### config.mk
export PLATFORM = sky130hd
export DESIGN_NAME = rfu_pipe
export DESIGN_NICKNAME = d
export VERILOG_FILES = /design/src/rtl/rfu_pipe.sv
export SDC_FILE = /design/constraint.sdc
export NUM_CORES = 2
export LEC_CHECK = 0
export BUFFER_PORTS_ARGS = -buffer_cell sky130_fd_sc_hd__buf_4
export CORE_MARGIN = 2
export CORE_UTILIZATION = 45
export CTS_BUF_LIST = sky130_fd_sc_hd__clkbuf_8
export CTS_CLUSTER_SIZE = 20
export DETAILED_ROUTE_END_ITERATION = 8
export GPL_ROUTABILITY_DRIVEN = 1
export SLEW_MARGIN = 20
export SYNTH_ARGS = -nofsm -noshare
export SYNTH_HDL_FRONTEND = slang
export SYNTH_SLANG_ARGS = --single-unit
export TNS_END_PERCENT = 20
### constraint.sdc
create_clock -name clk -period 7.2 [get_ports clk]
set_input_delay 0 -clock clk [delete_from_list [all_inputs] [get_ports clk]]
set_output_delay 0 -clock clk [all_outputs]
set_load 0.02 [all_outputs]
### src/rtl/rfu_pipe.sv
`default_nettype none
// ============================================================================
// Module      : rfu_pipe
// Description : Pipelined register file unit placed between decode and ALU.
//               Two registered read ports, one write port and a per-register
//               busy scoreboard. A read whose sources have pending loads is
//               stalled until the load result is written back.
//               Optional feature macro: RFU_BYPASS_EN. When it is defined,
//               same-cycle write data is forwarded to the read ports and also
//               satisfies the busy check.
// Revision    : 1.0 - initial release
// ============================================================================
module rfu_pipe #(
    parameter int DATA_W      = 32,
    parameter int ADDR_W      = 5,
    parameter int ZERO_REG    = 1,
    parameter int RESET_INDEX = 1
) (
    input  logic                    clk,
    input  logic                    reset,
    input  logic                    rd_en,
    input  logic [ADDR_W-1:0]       rs1_addr,
    input  logic [ADDR_W-1:0]       rs2_addr,
    output logic [DATA_W-1:0]       rs1_data,
    output logic [DATA_W-1:0]       rs2_data,
    output logic                    rd_valid,
    output logic                    stall,
    input  logic                    wr_en,
    input  logic [ADDR_W-1:0]       wr_addr,
    input  logic [DATA_W-1:0]       wr_data,
    input  logic                    claim_en,
    input  logic [ADDR_W-1:0]       claim_addr,
    output logic [(2**ADDR_W)-1:0]  busy_vec
);

    localparam int   c_depth   = 2 ** ADDR_W;
    localparam logic c_zero_en = (ZERO_REG != 0);

    // Reset contents of register idx: its own index, or zero.
    function automatic logic [DATA_W-1:0] f_rst_val(input int idx);
        logic [DATA_W-1:0] v;
        v = '0;
        if (RESET_INDEX != 0) begin
            v = DATA_W'(idx);
        end
        return v;
    endfunction

    logic [c_depth-1:0][DATA_W-1:0] r_regs;
    logic [c_depth-1:0]             r_busy;
    logic [DATA_W-1:0]              r_rs1_data;
    logic [DATA_W-1:0]              r_rs2_data;
    logic                           r_rd_valid;

    logic                           w_wr_eff;
    logic                           w_claim_eff;
    logic                           w_rs1_zero;
    logic                           w_rs2_zero;
    logic                           w_fwd1;
    logic                           w_fwd2;
    logic                           w_rs1_rdy;
    logic                           w_rs2_rdy;
    logic                           w_rd_acc;
    logic [DATA_W-1:0]              w_rs1_val;
    logic [DATA_W-1:0]              w_rs2_val;

    // Register 0 is hardwired when ZERO_REG is set: drop its writes and claims.
    assign w_wr_eff    = wr_en    & ~(c_zero_en & (wr_addr    == '0));
    assign w_claim_eff = claim_en & ~(c_zero_en & (claim_addr == '0));
    assign w_rs1_zero  = c_zero_en & (rs1_addr == '0);
    assign w_rs2_zero  = c_zero_en & (rs2_addr == '0);

`ifdef RFU_BYPASS_EN
    assign w_fwd1 = w_wr_eff & (wr_addr == rs1_addr);
    assign w_fwd2 = w_wr_eff & (wr_addr == rs2_addr);
`else
    assign w_fwd1 = 1'b0;
    assign w_fwd2 = 1'b0;
`endif

    // A source is ready when no load is pending, or its result is forwarded now.
    assign w_rs1_rdy = ~r_busy[rs1_addr] | w_fwd1;
    assign w_rs2_rdy = ~r_busy[rs2_addr] | w_fwd2;

    assign stall    = rd_en & (~w_rs1_rdy | ~w_rs2_rdy);
    assign w_rd_acc = rd_en & ~stall;

    assign w_rs1_val = w_rs1_zero ? '0 : (w_fwd1 ? wr_data : r_regs[rs1_addr]);
    assign w_rs2_val = w_rs2_zero ? '0 : (w_fwd2 ? wr_data : r_regs[rs2_addr]);

    // Register storage: reset image, then single write port.
    always_ff @(posedge clk or negedge reset) begin
        if (!reset) begin
            for (int i = 0; i < c_depth; i++) begin
                r_regs[i] <= (c_zero_en && i == 0) ? '0 : f_rst_val(i);
            end
        end else if (w_wr_eff) begin
            r_regs[wr_addr] <= wr_data;
        end
    end

    // Busy scoreboard: a write clears, a claim sets; the claim is applied last so it wins.
    always_ff @(posedge clk or negedge reset) begin
        if (!reset) begin
            r_busy <= '0;
        end else begin
            if (w_wr_eff) begin
                r_busy[wr_addr] <= 1'b0;
            end
            if (w_claim_eff) begin
                r_busy[claim_addr] <= 1'b1;
            end
        end
    end

    // Read pipeline stage: capture operands of an accepted read, hold otherwise.
    always_ff @(posedge clk or negedge reset) begin
        if (!reset) begin
            r_rs1_data <= '0;
            r_rs2_data <= '0;
            r_rd_valid <= 1'b0;
        end else begin
            r_rd_valid <= w_rd_acc;
            if (w_rd_acc) begin
                r_rs1_data <= w_rs1_val;
                r_rs2_data <= w_rs2_val;
            end
        end
    end

    assign rs1_data = r_rs1_data;
    assign rs2_data = r_rs2_data;
    assign rd_valid = r_rd_valid;
    assign busy_vec = r_busy;

endmodule
`default_nettype wire
# After elaboration in Yosys (flattened, before gate mapping)
# Cells that the tools add are included.
[classes]
magnitude_cmp = 6
n_mul = 0
n_eq_ne = 0
n_mux = 19
add_sub_neg = 0
n_bitwise = 11
shift = 0
n_reduce_logical = 6
div = 0
[ops]
columns = ["cell", "n"]
rows = [
  ["$bwmux 1024", 1],
  ["$bmux 32 s5", 2],
  ["$mux 32", 7],
  ["$demux 32 s5", 1],
  ["$and 32x32->32", 1],
  ["$not 32->32", 1],
  ["$or 32x32->32", 1],
  ["$lt 5x6->1 const B", 4],
  ["$logic_not 5->1", 4],
  ["$bmux 1 s5", 2],
  ["$demux 1 s5", 2],
  ["$ge 5x1->1 const B", 2],
  ["$and 1x1->1", 4],
  ["$mux 1", 4],
  ["$not 1->1", 3],
  ["$logic_and 1x1->1", 2],
  ["$or 1x1->1", 1],
]
[totals]
mem_bits_rw = 0
romBits = 0
elab_cells = 78
latchBits = 0
reg_bits = 1121
in_bits = 57
out_inout_bits = 98
n_memories = 0

# Logic depth before layout (Yosys ltp)
[depth]
ltp_word = 9
depth_mapped = 10
mapped_depth_nobuf = 6

# Least setup slack after synthesis
# Ideal clock, no wire load.
[synth_path]
kind = "reg-to-reg"
from = "reg r_busy[31], in the netlist busy_vec[31]"
to = "reg r_rs1_data[10], in the netlist rs1_data[10]"
arrival_ns = 2.320
path_stages_with_launch = 8
setup_ns = 0.127
n_path_buf = 2
required_time_ns = 7.073
path_slack_ns = 4.753
synth_period_minus_slack_ns = 2.447
cell_sequence = "dfrtp_1 -> mux4_2 -> mux4_2 -> mux2i_1 -> and3_1 -> buf_6 -> buf_6 -> mux2_1"
[synth_via]
elab_chain_len = 6
elab_cells_between_ends = 8
cone_classes = "mux: 4; bitwise: 4"
[synth_lines]
columns = ["element", "line_no", "rtl"]
rows = [
  ["start, declared", "50", "logic [c_depth-1:0] r_busy;"],
  ["start signal, assigned", "105", "r_busy <= '0;"],
  ["start signal, assigned by index", "108", "r_busy[wr_addr] <= 1'b0;"],
  ["start signal, assigned by index", "111", "r_busy[claim_addr] <= 1'b1;"],
  ["$bmux 1 s5 (on tied branches)", "82, 83", ""],
  ["$mux 1 (on tied branches)", "82, 83", ""],
  ["$or 1x1->1 (*)", "85", "assign stall = rd_en & (~w_rs1_rdy | ~w_rs2_rdy);"],
  ["$and 1x1->1 (*)", "85", ""],
  ["$not 1->1 (*)", "86", "assign w_rd_acc = rd_en & ~stall;"],
  ["$and 1x1->1 (*)", "86", ""],
  ["end signal, assigned", "125", "r_rs1_data <= w_rs1_val;"],
  ["end, declared", "51", "logic [DATA_W-1:0] r_rs1_data;"],
]
# Mark *: on every way between the ends. The rest lies on a longest branch, timed or not. The select of a mux whose other input is x is not followed.
# A chain may end at the register's enable or synchronous reset.

# Final worst setup path
[layout_path]
from = "reg r_busy[27], in the netlist busy_vec[27]"
to = "reg r_rs2_data[29], in the netlist rs2_data[29]"
[layout_via]
elab_chain_len = 6
elab_cells_between_ends = 8
cone_classes = "mux: 4; bitwise: 4"
[layout_lines]
columns = ["element", "line_no", "rtl"]
rows = [
  ["$bmux 1 s5 (on tied branches)", "82, 83", ""],
  ["$mux 1 (on tied branches)", "82, 83", ""],
  ["$or 1x1->1 (*)", "85", ""],
  ["$and 1x1->1 (*)", "85", ""],
  ["$not 1->1 (*)", "86", ""],
  ["$and 1x1->1 (*)", "86", ""],
  ["end signal, assigned", "126", "r_rs2_data <= w_rs2_val;"],
  ["end, declared", "52", "logic [DATA_W-1:0] r_rs2_data;"],
]
# Marks and branches as above.

==> parameters.txt <==
Parameter                              Value

Drt
  WL/cell    33.1 microns
  Via count    36200
  Antenna Violating Nets Remaining    0
  Via density per instance    6.41
  Post-detailed-route DRC marker count    0
  Total Routed Length    187000 microns
  First drt pass iteration count    8
  Initial DRC Count    3164

Logic synthesis
  Largest cells by area after synthesis    dfrtp_1, mux4_2, mux2_2
  Sequential cell area fraction in the yosys report    48.3%
  Top FF cell, synth    dfrtp_1
  Number of register bits inferred by synthesis    1121
  Yosys cell types    38
  Syn Std Cell Area    58300 sq um
  Top-area cell type share of the netlist area    44.7%
  Mean area per synthesized cell    15.9 sq um
  Share of async-settable or async-resettable flops after synthesis    100%
  Leading area contributor after synthesis    dfrtp_1
  Post-synth EDFFs    0
  Mapped Cells    3668
  Net count after synthesis    3725
  Count of yosys warnings during synthesis    0

Placement
  Worst setup timing slack at the placement stage    3.22 ns
  Dpl cell area    60900 sq um
  Buffers on Ports    154
  Count of placed standard cells including taps    5216
  Sum of net half-perimeters after detailed placement    105000 microns
  Routability-driven placement congestion ratio    0.843

Run status
  Result of the run    completed

Global route
  Number of global-route vias before repair    37700
  First-pass GRT wire length    272000 microns
  Grt ovf    0
  Global-route total usage across every layer    28.7%
  Number of antenna violations at the first check in global routing    23
  Pin count of the biggest net entering global routing    178

Final layout
  Post-route non-filler standard cell count    5647
  Most frequent standard cell in the layout excluding fill and tap cells    mux2_2
  Layout area overhead    12.5%
  Post-route cell area    65600 sq um
  Fraction of layout instances using a drive strength above 1    60.2%
  Total Nets Final    3794
  Leading cell types in the layout, fill and taps excluded    mux2_2, dfrtp_1, mux4_2
  Filler cells    11000

Floorplanning
  Boundary Pins    155
  Floorplan die width    364 microns
  Initial cell density of the core    45.2%
  Area of the core    129000 sq um
  Row Count    132
  Full die area    133000 sq um
  Die height    364 microns

Critical path
  Crit path largest cell delay    0.83 ns
  Library cell appearing most often on the critical path    mux4_2
  Slowest cell on the critical path    buf_4
  Data required time at the worst endpoint    7.98 ns
  Largest delay contributor family on the critical path    multiplexers
  Critical path launch point type    flop
  Largest fanout of any net on the critical path    43
  Arrival time worst endpoint    4.46 ns
  Startpoint-to-endpoint class of the critical path    reg2reg
  Number of buffers and inverters on the critical path    1
  Crit path capture type    flop
  Sequence of cells on the critical path    mux4_2 -> mux4_2 -> mux2i_1 -> and3_4 -> buf_4 -> mux2_2

Timing
  Pin slew with the least headroom to its limit    1.13 ns
  Minimum period implied by the final worst setup slack    3.68 ns
  Final count of pins violating max slew    0
  Period utilization    51.1%
  RSZ-0062 raised after global routing    no
  Final setup violation count    0
  Setup ws final    3.52 ns
  Final hold violation count    0
  Summed negative setup slack over all endpoints    0 ns
  Worst slew margin relative to its limit    24.4%
  Post-route clock skew    0.0398 ns
  Maximum achievable frequency    272 MHz

Pwr
  Leakage    28.2 nW
  Worst vdd ir    0.229 mV
  Overall power    19.1 mW
  P per Cell Area    291 nW/um^2

Hold path
  Type of the most critical hold path    in2reg

Job
  MaxCap Viol Count    0

CTS
  Clock slew seen by the registers of the worst setup and hold paths    0.06 ns
  Clk Latency, worst-skew pair    0.93 ns
  Clock tree from TritonCTS    built
  Buffer levels on the longest clock path    3
  Total number of H-tree levels    4
  Buffer type at the clock tree root    clkbuf_8
  Number of clock buffers inserted by TritonCTS    190
  Clock sink total    1121
  Number of gates resized after cts    0
per-layer routing:
layer / share of wire, % / wire length [microns] / vias up / track usage, %
li1: - / - / 14400 / -
met3: 8.2 / 15200 / 344 / 7.20
met1: 43 / 80900 / 20000 / 40.9
met4: 3.3 / 6210 / 14 / 9.86
met2: 45 / 84500 / 1406 / 43.2
met5: 0.037 / 69 / - / 0
flip-flops by register name, summed over array words and instances, names as in the netlist:
register	count
r_regs	1024
busy_vec	32
rs1_data	32
rs2_data	32
rd_valid	1
kinds of logic (layout without fill, tap and decap cells):
kind of cell / Yosys count / count (layout) / synth area share, %
AND/OR/NAND/NOR: 223 / 223 / 1.80
other: 0 / 7 / 0
flip-flops: 1121 / 1121 / 48.3
buffers and inverters: 422 / 652 / 2.92
AO/OA/AOI/OAI: 116 / 116 / 1.26
multiplexers: 1786 / 1786 / 45.8
worst reg2reg max path, cell delays in order (launching register included):
cell and delay, ns:
dfrtp_1 0.46, mux4_2 0.47, mux4_2 0.49, mux2i_1 0.20
and3_4 0.57, buf_4 0.85, mux2_2 0.50
where the power goes:
part	leakage, nW	switching, mW	internal (mW)
Sequential	14.1	1.08	7.67
Clock	2.31	2.78	3.14
Combinational	11.8	1.83	2.60
path summary, 6_finish.rpt:
kind / end / cells after the start / from / slack, ns
max in group asynchronous: r_regs[388]$_DFFE_PN0P_ / 5 / reset / 5.45
worst min register to register: r_regs[27]$_DFFE_PN0P_ / 0 / r_regs[27]$_DFFE_PN0P_ / 0.39
worst min-delay path: rs1_data[27]$_DFFE_PN0P_ / 5 / rs1_addr[2] / 0.1
min in group asynchronous: r_regs[309]$_DFFE_PN0P_ / 4 / reset / 0.36
worst max-delay path: rs2_data[29]$_DFFE_PN0P_ / 6 / busy_vec[27]$_DFF_PN0_ / 3.52
worst max register to register: rs2_data[29]$_DFFE_PN0P_ / 6 / busy_vec[27]$_DFF_PN0_ / 3.52
layout make-up:
type	instances	area (sq um)	area share (%)
multi-input combinational	2125	28700	43.8
timing repair buffer	294	2600	3.96
tap	1742	2180	3.32
antenna	7	17.5	0.0267
sequential	1121	28200	42.9
clock buffer	250	3440	5.24
inverter	5	18.8	0.0286
clock inverter	103	495	0.755
what timing repair did:
action / 4_1_cts / 5_1_grt
buffers inserted: 0 / 0
endpoints found under the hold margin: 1790 / 0
endpoints found under the setup margin: 0 / 0
hold buffers: 71 / 0
through the flow:
| stage | hold slack, ns | utilization (%) |
|---|---|---|
| after floorplan | -0.296 | - |
| after global placement | 0.0498 | 47.2 |
| after detailed placement | 0.0454 | 47.2 |
| after CTS | 0.00564 | 50.8 |
| after global routing | 0.0501 | 50.8 |
| final | 0.0968 | 50.8 |
Yosys cell counts, types with 2 or more instances:
| master | instances |
|---|---|
| inv_1 | 5 |
| a21oi_1 | 3 |
| buf_6 | 7 |
| dfstp_2 | 80 |
| nand2b_1 | 12 |
| buf_2 | 52 |
| nand2_1 | 24 |
| mux2_1 | 49 |
| buf_1 | 48 |
| mux2_2 | 1135 |
| a22o_1 | 11 |
| o31ai_1 | 3 |
| mux2i_1 | 16 |
| mux4_2 | 586 |
| or3_1 | 3 |
| nor2b_1 | 6 |
| clkbuf_1 | 310 |
| nor2_1 | 83 |
| o21ai_0 | 25 |
| nand4b_1 | 4 |
| a22oi_1 | 5 |
| nand3_1 | 8 |
| nand4_1 | 2 |
| or2_2 | 2 |
| dfrtp_1 | 1041 |
| nor3b_1 | 2 |
| o22ai_1 | 65 |
| nor3_1 | 71 |
Note: power is estimated with default switching activity, not from simulation.
